### config.mk
export PLATFORM = sky130hd
export DESIGN_NAME = cycle_ctrl
export DESIGN_NICKNAME = d
export VERILOG_FILES = /design/src/rtl/core85_pkg.sv /design/src/rtl/cyc_next.sv /design/src/rtl/cycle_ctrl.sv
export SDC_FILE = /design/constraint.sdc
export NUM_CORES = 1
export LEC_CHECK = 0
export ABC_AREA = 0
export CAP_MARGIN = 20
export CORE_UTILIZATION = 47
export CTS_CLUSTER_DIAMETER = 120
export CTS_CLUSTER_SIZE = 28
export DETAILED_ROUTE_END_ITERATION = 10
export GPL_TIMING_DRIVEN = 0
export PLACE_DENSITY = 0.85
export SYNTH_ARGS = -nofsm -noshare
export SYNTH_HDL_FRONTEND = slang
export SYNTH_HIERARCHICAL = 1
export SYNTH_SLANG_ARGS = --single-unit
### constraint.sdc
create_clock -name clk -period 3.5 [get_ports clk]
set_clock_uncertainty 0.2 [all_clocks]
set_input_delay 0.525 -clock clk [delete_from_list [all_inputs] [get_ports clk]]
set_output_delay 0.525 -clock clk [all_outputs]
set_load 0.02 [all_outputs]
### src/rtl/core85_pkg.sv
// Shared definitions for the 8085 core: ienb and instruction-info bit
// positions, T-state encodings and bus status codes.
package core85_pkg;

    // ienb bit positions
    localparam int IENB_RRD = 0;
    localparam int IENB_RWR = 1;
    localparam int IENB_COD = 2;
    localparam int IENB_DAT = 3;
    localparam int IENB_PC  = 4;
    localparam int IENB_PD  = 5;

    // decoded instruction info bit positions
    localparam int INST_GO6   = 0;
    localparam int INST_DAD   = 1;
    localparam int INST_HLT   = 2;
    localparam int INST_DIO   = 3;
    localparam int INST_CY_LO = 4;
    localparam int INST_RW_LO = 8;
    localparam int INST_CD_LO = 12;
    localparam int INST_CCC   = 16;

    // T-state encodings; TH uses 0 so that every T-state keeps its own code
    localparam logic [2:0] ST_TH = 3'd0;
    localparam logic [2:0] ST_T1 = 3'd1;
    localparam logic [2:0] ST_T2 = 3'd2;
    localparam logic [2:0] ST_T3 = 3'd3;
    localparam logic [2:0] ST_T4 = 3'd4;
    localparam logic [2:0] ST_T5 = 3'd5;
    localparam logic [2:0] ST_T6 = 3'd6;
    localparam logic [2:0] ST_TW = 3'd7;

    // bus status {s1,s0}
    localparam logic [1:0] STAT_FETCH = 2'b11;
    localparam logic [1:0] STAT_READ  = 2'b10;
    localparam logic [1:0] STAT_WRITE = 2'b01;
    localparam logic [1:0] STAT_IDLE  = 2'b00;

endpackage

### src/rtl/cyc_next.sv
// Picks the machine cycle that follows cycle n: the lowest set CY bit whose
// cycle number is above n. When none remains the instruction is done and the
// next cycle is a fresh M1.
module cyc_next
    import core85_pkg::*;
#(
    parameter int INFO_CYC = 4
) (
    input  logic [INFO_CYC-1:0] cy,
    input  logic [2:0]          n,
    output logic [2:0]          next_n,
    output logic                last
);

    // scan from the top down so the lowest qualifying bit wins
    always_comb begin
        next_n = 3'd1;
        last   = 1'b1;
        for (int k = INFO_CYC - 1; k >= 0; k--) begin
            if (cy[k] && ((k + 2) > int'(n))) begin
                next_n = 3'(k + 2);
                last   = 1'b0;
            end
        end
    end

endmodule

### src/rtl/cycle_ctrl.sv
// Machine-cycle / T-state sequencer for the 8085 core. Runs the M1 opcode
// fetch, then the extra M2..M5 cycles flagged in the decoded instruction info,
// inserting READY wait states and parking in TH on HLT. Drives the alureg
// enables and the external bus strobes, all decoded from state.
module cycle_ctrl
    import core85_pkg::*;
#(
    parameter int IENBSIZE = 6,
    parameter int INSTSIZE = 17,
    parameter int INFO_CYC = 4
) (
    input  logic                clk,
    input  logic                rst_,
    input  logic [INSTSIZE-1:0] chk_i,
    input  logic                ready,
    output logic [IENBSIZE-1:0] ienb,
    output logic                rd_,
    output logic                wr_,
    output logic                ale,
    output logic                iom,
    output logic                s1,
    output logic                s0,
    output logic                hlta,
    output logic [2:0]          mcyc,
    output logic [2:0]          tst
);

    logic [2:0]          state, state_nx;
    logic [2:0]          mcyc_q, mcyc_nx;
    logic [15:0]         info;
    logic [INFO_CYC-1:0] chk_cy, info_cy, info_rw, info_cd, cy_sel;
    logic [1:0]          mi;
    logic [2:0]          nx_n;
    logic                nx_last;
    logic                internal, cur_rw, cur_cd;
    logic [1:0]          stat;
    logic                unused_bits;

    assign chk_cy  = chk_i[INST_CY_LO +: INFO_CYC];
    assign info_cy = info[INST_CY_LO +: INFO_CYC];
    assign info_rw = info[INST_RW_LO +: INFO_CYC];
    assign info_cd = info[INST_CD_LO +: INFO_CYC];

    // CCC belongs to alureg; GO6 is only needed live in T4
    assign unused_bits = chk_i[INST_CCC] ^ info[INST_GO6];

    // info is latched only at the end of T4, so T4 itself must see chk_i live
    assign cy_sel = (state == ST_T4) ? chk_cy : info_cy;

    cyc_next #(.INFO_CYC(INFO_CYC)) u_cyc_next (
        .cy     (cy_sel),
        .n      (mcyc_q),
        .next_n (nx_n),
        .last   (nx_last)
    );

    // per-cycle attributes of the current Mn (meaningless in M1, gated there)
    assign mi       = 2'(mcyc_q - 3'd2);
    assign cur_rw   = info_rw[mi];
    assign cur_cd   = info_cd[mi];
    assign internal = info[INST_DAD] && ((mcyc_q == 3'd2) || (mcyc_q == 3'd3));

    // next T-state and machine cycle
    always_comb begin
        state_nx = state;
        mcyc_nx  = mcyc_q;
        case (state)
            ST_T1: state_nx = ST_T2;
            ST_T2: state_nx = (!internal && !ready) ? ST_TW : ST_T3;
            ST_TW: if (ready) state_nx = ST_T3;
            ST_T3: begin
                if (mcyc_q == 3'd1) begin
                    state_nx = ST_T4;
                end else begin
                    state_nx = ST_T1;
                    mcyc_nx  = nx_n;
                end
            end
            ST_T4: begin
                if (chk_i[INST_GO6]) begin
                    state_nx = ST_T5;
                end else if (chk_i[INST_HLT]) begin
                    state_nx = ST_TH;
                    mcyc_nx  = 3'd1;
                end else begin
                    state_nx = ST_T1;
                    mcyc_nx  = nx_n;
                end
            end
            ST_T5: state_nx = ST_T6;
            ST_T6: begin
                if (info[INST_HLT]) begin
                    state_nx = ST_TH;
                    mcyc_nx  = 3'd1;
                end else begin
                    state_nx = ST_T1;
                    mcyc_nx  = nx_n;
                end
            end
            ST_TH: state_nx = ST_TH;
            default: begin
                state_nx = ST_T1;
                mcyc_nx  = 3'd1;
            end
        endcase
    end

    // sequencer state; reset may land mid-cycle and restarts the fetch
    always_ff @(posedge clk or negedge rst_) begin
        if (!rst_) begin
            state  <= ST_T1;
            mcyc_q <= 3'd1;
        end else begin
            state  <= state_nx;
            mcyc_q <= mcyc_nx;
        end
    end

    // capture instruction info at the end of M1 T4; it steers the rest of the instruction
    always_ff @(posedge clk or negedge rst_) begin
        if (!rst_) begin
            info <= '0;
        end else if (state == ST_T4) begin
            info <= chk_i[15:0];
        end
    end

    // bus strobes, status and alureg enables decoded from state
    always_comb begin
        ienb = '0;
        ale  = 1'b0;
        rd_  = 1'b1;
        wr_  = 1'b1;
        hlta = 1'b0;
        stat = STAT_IDLE;
        if (state == ST_TH) begin
            hlta = 1'b1;
        end else if (mcyc_q == 3'd1) begin
            stat = STAT_FETCH;
            ale  = (state == ST_T1);
            rd_  = !((state == ST_T2) || (state == ST_TW) || (state == ST_T3));
            if (state == ST_T2) ienb[IENB_PC]  = 1'b1;
            if (state == ST_T3) ienb[IENB_COD] = 1'b1;
            if (((state == ST_T4) && !chk_i[INST_GO6] && (chk_cy == '0)) ||
                ((state == ST_T6) && (info_cy == '0))) begin
                ienb[IENB_RRD] = 1'b1;
                ienb[IENB_RWR] = 1'b1;
            end
        end else if (internal) begin
            if (cur_cd) ienb[IENB_PD] = 1'b1;
            if ((state == ST_T3) && nx_last && !cur_rw) ienb[IENB_RWR] = 1'b1;
        end else begin
            ale = (state == ST_T1);
            if (cur_cd) ienb[IENB_PD] = 1'b1;
            if (cur_rw) begin
                stat           = STAT_WRITE;
                wr_            = !((state == ST_T2) || (state == ST_TW) || (state == ST_T3));
                ienb[IENB_RRD] = 1'b1;
            end else begin
                stat = STAT_READ;
                rd_  = !((state == ST_T2) || (state == ST_TW) || (state == ST_T3));
                if ((state == ST_T2) && !cur_cd) ienb[IENB_PC]  = 1'b1;
                if (state == ST_T3)              ienb[IENB_DAT] = 1'b1;
                if ((state == ST_T3) && nx_last) ienb[IENB_RWR] = 1'b1;
            end
        end
    end

    assign iom  = (state != ST_TH) && (mcyc_q == 3'd3) && info[INST_DIO];
    assign s1   = stat[1];
    assign s0   = stat[0];
    assign mcyc = mcyc_q;
    assign tst  = (state == ST_TH) ? 3'd7 : state;

endmodule
==> flow_metrics.py, run 1 <==
metrics = {
    "synthesis": {
        "yosys.area.top_type_share": 0.3532,
        "ys_types": 43,
        "syn_area_um2": 1346,
        "ys_warn_count": 6,
        "avgSynthCellArea_um2": 10.36,
        "flops_latches_synth": 21,
        "mappedNetlistNets": 150,
        "yosysTopAreaCell": "sky130_fd_sc_hd__dfrtp_1",
        "seq_area_frac_synth": 0.3922,
        "postSynth.topFlopCell": "sky130_fd_sc_hd__dfrtp_1",
        "ys_async_sr_fraction": 1.000,
        "synth_top_cells_by_area": "sky130_fd_sc_hd__dfrtp_1 35%, sky130_fd_sc_hd__mux2_1 6.7%, sky130_fd_sc_hd__mux2_2 5.0%",
        "synth-edff-count": 0,
        "syn-instance-count": 130,
    },
    "die": {
        "floorplan.die.width_um": 55.52,
        "fp.dieH_um": 55.52,
        "initial_core_util": 0.4924,
        "die-area_um2": 3082,
        "fp.coreArea_um2": 2734,
        "rows": 19,
        "boundaryPins": 39,
    },
    "setup_path": {
        "worstSetupStartpoint": "state[0]",
        "maximum_fanout_along_the_worst_path": 10,
        "worstRegToRegCells": 10,
        "crit_path_start_kind": "flip-flop",
        "crit_family": "buffers and inverters",
        "setup.worst_path.class": "flip-flop to output port",
        "critical_path_depth": 11,
        "cp_slowest_cell": "sky130_fd_sc_hd__dfstp_2",
        "worstPathArrival_ps": 2620,
        "worstPathBufferInverterCount": 4,
        "rrSetupSlack_ps": 960,
        "crit-reg2reg-capture": "mcyc[0]",
        "worstSetupEndpoint": "ienb[1]",
        "critical_path.reg2reg.startpoint": "state[0]",
        "crit_path_cell_trace": "buf_4 -> nand2b_1 -> buf_6 -> nor2_8 -> buf_6 -> mux2_1 -> nor2_1 -> a2bb2oi_2 -> nor2b_1 -> a21o_1 -> clkbuf_2",
        "worst_path_largest_cell_delay_ps": 530,
        "category_of_the_worst_setup_path_capture_point": "output port",
        "cp.required_ps": 2770,
        "critPathMostFrequentCell": "sky130_fd_sc_hd__buf_6",
    },
    "layout": {
        "area_delta_synth_final_pct": 31.97,
        "finalNetCount": 192,
        "mostFrequentLayoutCell": "sky130_fd_sc_hd__clkdlybuf4s50_1",
        "num-fill-cells": 245,
        "final_area_um2": 1777,
        "antennaDiodeCount": 0,
        "post_route_cells_drive_above_1_share": 0.1696,
        "utilization": 0.6499,
        "number_of_non_filler_instances_in_the_completed_layout": 202,
        "final_cell_mix": "36 x sky130_fd_sc_hd__clkdlybuf4s50_1, 19 x sky130_fd_sc_hd__dfrtp_1, 10 x sky130_fd_sc_hd__nor2_1",
    },
    "run": {
        "maxCapViolations": 0,
    },
    "placement": {
        "buffer_ports.inserted": 37,
        "dp_cells": 198,
        "dp.final_hpwl_mm": 2.382,
        "place_congestion": 0.8707,
        "placement.cell_area_um2": 1755,
    },
    "timing": {
        "drv_slew": 0,
        "timing_worst_slew_pin_value_ps": 951.2,
        "fin_setup_tns_ps": 0,
        "max_freq_mhz": 298.8,
        "timing.slew.headroom": 0.3639,
        "layout_worst_path_cycle_share": 0.9561,
        "final.min_clock_period_ps": 3346,
        "grt_setup_unrepaired": "false",
        "setup-violations-final": 0,
        "timing.final.hold_violations": 0,
    },
    "power": {
        "peak_vdd_ir_uv": 837.2,
        "pd_cells_nw_per_um2": 1030,
        "power_leakage_nw": 0.7586,
    },
    "global_routing": {
        "grt_util_met2": 0.3701,
        "grt_remaining_overflow": 0,
        "grt_max_degree": 22,
        "met3_usage": 0.04450,
        "layer_carrying_the_most_global_route_usage": "met2",
        "number_of_antenna_violations_at_the_first_check_in_global_routing": 0,
        "first_global_vias": 1203,
        "wire_length_of_the_first_global_routing_pass_mm": 5.306,
        "grt.met1_usage": 0.2705,
        "grt_resource_usage_total": 0.2153,
    },
    "clock_tree": {
        "clock_tree.htree_level_count": 1,
        "clock-sinks": 21,
        "clkTransAtPathRegs_ps": 120,
        "clkLatencyLatePin_ps": 310,
        "postCtsSetupBuffers": 0,
        "cts_root_buf": "sky130_fd_sc_hd__clkbuf_4",
        "clockBufferDepth": 2,
        "cts_tree": "built",
        "cts_buffers": 3,
    },
    "drt": {
        "drt_iter0_markers": 40,
        "remaining_drc_errors": 0,
        "antenna_left": 0,
        "vias_per_cell": 5.752,
        "num_vias": 1162,
        "detail_route.wl_per_cell_um": 15.66,
        "route.final.wire_length_mm": 3.163,
        "drt_pre_antenna_iters": 4,
    },
    "status": {
        "status": "finished, final reports clean",
    },
    "min_path": {
        "hold_class": "flip-flop to flip-flop",
    },
}
[routing by layer]
layer	up-vias	share of wire
met5	-	0
met4	0	0.011
met3	5	0.068
met2	61	0.49
met1	554	0.43
li1	542	-
[worst min-delay path by stage]
stage	startpoint	endpoint	slack, ps	cells past startpoint
after global placement	info[15]	info[15]	270	1
after floorplan	rst_	info[10]	30	0
after global routing	info[15]	info[15]	340	1
after detailed placement	info[15]	info[15]	290	1
after CTS	info[15]	info[15]	310	1
final	info[15]	info[15]	300	1
[sequential cells by signal (all words and copies together) (netlist names)]
| register | flops |
|---|---|
| info | 15 |
| mcyc | 3 |
| state | 3 |
[cell type report]
type / instances / area [µm²] / share of cell area
inverter: 7 / 33.78 / 0.01901
timing repair buffer: 37 / 365.4 / 0.2056
sequential: 21 / 528.0 / 0.2972
multi-input combinational: 95 / 711.9 / 0.4007
buffer: 7 / 72.57 / 0.04085
clock buffer: 4 / 26.28 / 0.01479
tap: 31 / 38.79 / 0.02183
[report_power, final]
part	internal, mW	total [mW]	switching [mW]
registers	0.373	0.472	0.0983
clock network	0.0445	0.118	0.0739
logic	0.597	1.24	0.643
[worst register-to-register path, stage by stage, from the launching register on]
cell and delay (ps):
sky130_fd_sc_hd__dfstp_2 530, sky130_fd_sc_hd__buf_4 180, sky130_fd_sc_hd__nand2b_1 150, sky130_fd_sc_hd__buf_6 150, sky130_fd_sc_hd__nor2_8 60, sky130_fd_sc_hd__buf_6 150
sky130_fd_sc_hd__mux2_1 400, sky130_fd_sc_hd__a21boi_0 190, sky130_fd_sc_hd__o21bai_1 70, sky130_fd_sc_hd__nand2b_1 140, sky130_fd_sc_hd__mux2_4 250
[cell usage after synthesis, drive strengths merged (4+ instances only)]
| cell | count |
|---|---|
| mux2i | 6 |
| o21ai | 7 |
| inv | 7 |
| nand2 | 8 |
| nor2 | 11 |
| buf | 4 |
| nor4 | 4 |
| nand2b | 6 |
| dfrtp | 19 |
| mux2 | 15 |
| nor3 | 5 |
| nand3 | 5 |
[logic make-up (layout without fill, tap and decap cells)]
kind of cell | Yosys count | count (layout) | share of synthesized area
AND/OR/NAND/NOR | 48 | 48 | 0.2128
AO/OA/AOI/OAI | 25 | 25 | 0.1366
multiplexers | 21 | 21 | 0.1729
flip-flops | 21 | 21 | 0.3922
XOR/XNOR | 1 | 1 | 0.006507
buffers and inverters | 14 | 55 | 0.07899
[through the flow]
step | hold slack [ps] | setup WS, ps | power [mW]
after floorplan | 29.41 | 718.8 | 1.290
after global placement | 270.7 | 106.8 | 1.668
final | 303.3 | 153.8 | 1.830
after global routing | 341.1 | 10.17 | 1.953
after detailed placement | 285.3 | 75.02 | 1.709
after CTS | 311.7 | 22.83 | 1.832
[what timing repair did]
action	4_1_cts	5_1_grt
pin swaps	0	0
hold buffers	0	0
gates resized for setup	2	1
endpoints found under the setup margin	1	1
No activity file was read; power rests on OpenSTA's default activity.
==> run 2: changes to the inputs <==
--- a/config.mk
+++ b/config.mk
@@ -6,7 +6,7 @@
 export NUM_CORES = 1
 export LEC_CHECK = 0
 export ABC_AREA = 0
-export CAP_MARGIN = 20
+export CAP_MARGIN = 40
 export CORE_UTILIZATION = 47
 export CTS_CLUSTER_DIAMETER = 120
 export CTS_CLUSTER_SIZE = 28
==> flow_metrics.py, run 2 (synthesized netlist as in run 1, its figures left out) <==
metrics = {
    "setup_path": {
        "worst_path_largest_cell_delay_ps": 530,
        "maximum_fanout_along_the_worst_path": 10,
        "crit_path_cell_trace": "buf_4 -> nand2b_1 -> buf_6 -> nor2_8 -> buf_6 -> mux2_1 -> o21bai_1 -> a21oi_2 -> nor2b_1 -> a21o_1 -> clkbuf_2",
        "crit_path_start_kind": "flip-flop",
        "setup.worst_path.class": "flip-flop to output port",
        "cp_slowest_cell": "sky130_fd_sc_hd__dfstp_2",
        "critPathMostFrequentCell": "sky130_fd_sc_hd__buf_6",
        "cp.required_ps": 2770,
        "worstPathArrival_ps": 2600,
        "category_of_the_worst_setup_path_capture_point": "output port",
    },
    "clock_tree": {
        "clkLatencyLatePin_ps": 310,
        "clock_tree.htree_level_count": 1,
        "clockBufferDepth": 2,
        "clock-sinks": 21,
        "cts_root_buf": "sky130_fd_sc_hd__clkbuf_4",
        "clkTransAtPathRegs_ps": 120,
        "post_cts_hold_fix_bufs": 0,
        "cts_tree": "built",
        "cts_buffers": 3,
    },
    "power": {
        "pd_cells_nw_per_um2": 1021,
        "power_leakage_nw": 0.7687,
        "peak_vdd_ir_uv": 854.7,
    },
    "layout": {
        "number_of_non_filler_instances_in_the_completed_layout": 203,
        "multiInputGateArea_um2": 711.9,
        "final_cell_mix": "36 x sky130_fd_sc_hd__clkdlybuf4s50_1, 19 x sky130_fd_sc_hd__dfrtp_1, 10 x sky130_fd_sc_hd__nor2_1",
        "area_delta_synth_final_pct": 33.18,
        "antennaDiodeCount": 0,
        "post_route_cells_drive_above_1_share": 0.1802,
        "final_area_um2": 1793,
        "largest_register_ff_count": 15,
        "ff_latch_area_um2": 528.0,
        "num-fill-cells": 247,
        "regMostFlops": "info",
        "mostFrequentLayoutCell": "sky130_fd_sc_hd__clkdlybuf4s50_1",
        "utilization": 0.6558,
        "finalNetCount": 193,
    },
    "global_routing": {
        "grt_remaining_overflow": 0,
        "grt_max_degree": 13,
        "first_global_vias": 1218,
        "wire_length_of_the_first_global_routing_pass_mm": 5.340,
        "number_of_antenna_violations_at_the_first_check_in_global_routing": 0,
        "grt_resource_usage_total": 0.2193,
    },
    "timing": {
        "timing.slew.headroom": 0.5768,
        "drv_slew": 0,
        "timing.final.hold_violations": 0,
        "final.min_clock_period_ps": 3329,
        "timing_worst_slew_pin_value_ps": 629.9,
        "fin_setup_tns_ps": 0,
        "max_freq_mhz": 300.4,
        "setup-violations-final": 0,
        "grt_setup_unrepaired": "false",
        "layout_worst_path_cycle_share": 0.9512,
        "layout_setup_ws_ps": 170.9,
    },
    "drt": {
        "drt_pre_antenna_iters": 4,
        "antenna_left": 0,
        "route.final.wire_length_mm": 3.130,
        "detail_route.wl_per_cell_um": 15.42,
        "drt_iter0_markers": 41,
        "remaining_drc_errors": 0,
        "vias_per_cell": 5.695,
        "num_vias": 1156,
    },
    "status": {
        "status": "finished, final reports clean",
    },
    "placement": {
        "dp_cells": 199,
        "dp_slack_ps": 72.22,
        "place_congestion": 0.8707,
        "dp.final_hpwl_mm": 2.440,
        "buffer_ports.inserted": 37,
        "placement.cell_area_um2": 1770,
    },
    "die": {
        "boundaryPins": 39,
        "fp.coreArea_um2": 2734,
        "initial_core_util": 0.4924,
        "die-area_um2": 3082,
        "floorplan.die.width_um": 55.52,
        "rows": 19,
        "fp.dieH_um": 55.52,
    },
    "run": {
        "maxCapViolations": 0,
    },
    "min_path": {
        "hold_class": "flip-flop to flip-flop",
    },
}
run 2: timing repair:
item | in CTS | in global routing
pin swaps | 0 | 0
setup buffers | 0 | 0
endpoints found under the setup margin | 1 | 1
gates resized for setup | 2 | 1
run 2: final cells by class:
class / count / area share
multi-input combinational: 95 / 0.3971
clock buffer: 3 / 0.01256
buffer: 7 / 0.04047
tap: 31 / 0.02163
inverter: 7 / 0.01884
sequential: 21 / 0.2945
clock inverter: 1 / 0.002791
timing repair buffer: 38 / 0.2121
run 2: path summary, 6_finish.rpt:
| kind | endpoint | slack, ps | cells past startpoint | startpoint |
|---|---|---|---|---|
| max in group asynchronous | state[0] | 2230 | 2 | rst_ |
| min in group asynchronous | info[15] | 330 | 1 | rst_ |
| worst min register to register | info[15] | 310 | 1 | info[15] |
| worst max-delay path | ienb[1] | 170 | 11 | state[0] |
| worst max register to register | mcyc[0] | 940 | 10 | state[0] |
| worst min-delay path | info[15] | 310 | 1 | info[15] |
run 2: worst max-delay path, delay by kind of cell (launching register included):
kind            cells  cell delay (ps)
mux                 1              390
simple gates        3              330
compound gates      3              400
flops               1              530
buf+inv             4              640
run 2: stage by stage:
step	power, mW	hold WS, ps
final	1.830	309.0
after global routing	1.957	340.4
after CTS	1.838	317.3
after detailed placement	1.712	288.1
after global placement	1.668	270.7
after floorplan	1.290	29.41
run 2: report_power, final:
group          total, mW  switching (mW)  leakage (nW)  internal (mW)
combinational       1.24           0.640         0.505          0.598
clock              0.117          0.0744        0.0177         0.0427
sequential         0.474           0.101         0.246          0.373
total               1.83           0.815         0.769           1.01
run 2: routing by layer:
metal / vias to the layer above / part of all wire / global-route usage
li1: 544 / - / -
met1: 552 / 0.43 / 0.2736
met2: 52 / 0.49 / 0.3666
met3: 8 / 0.060 / 0.03981
met4: 0 / 0.019 / 0.1036
met5: - / 0 / 0
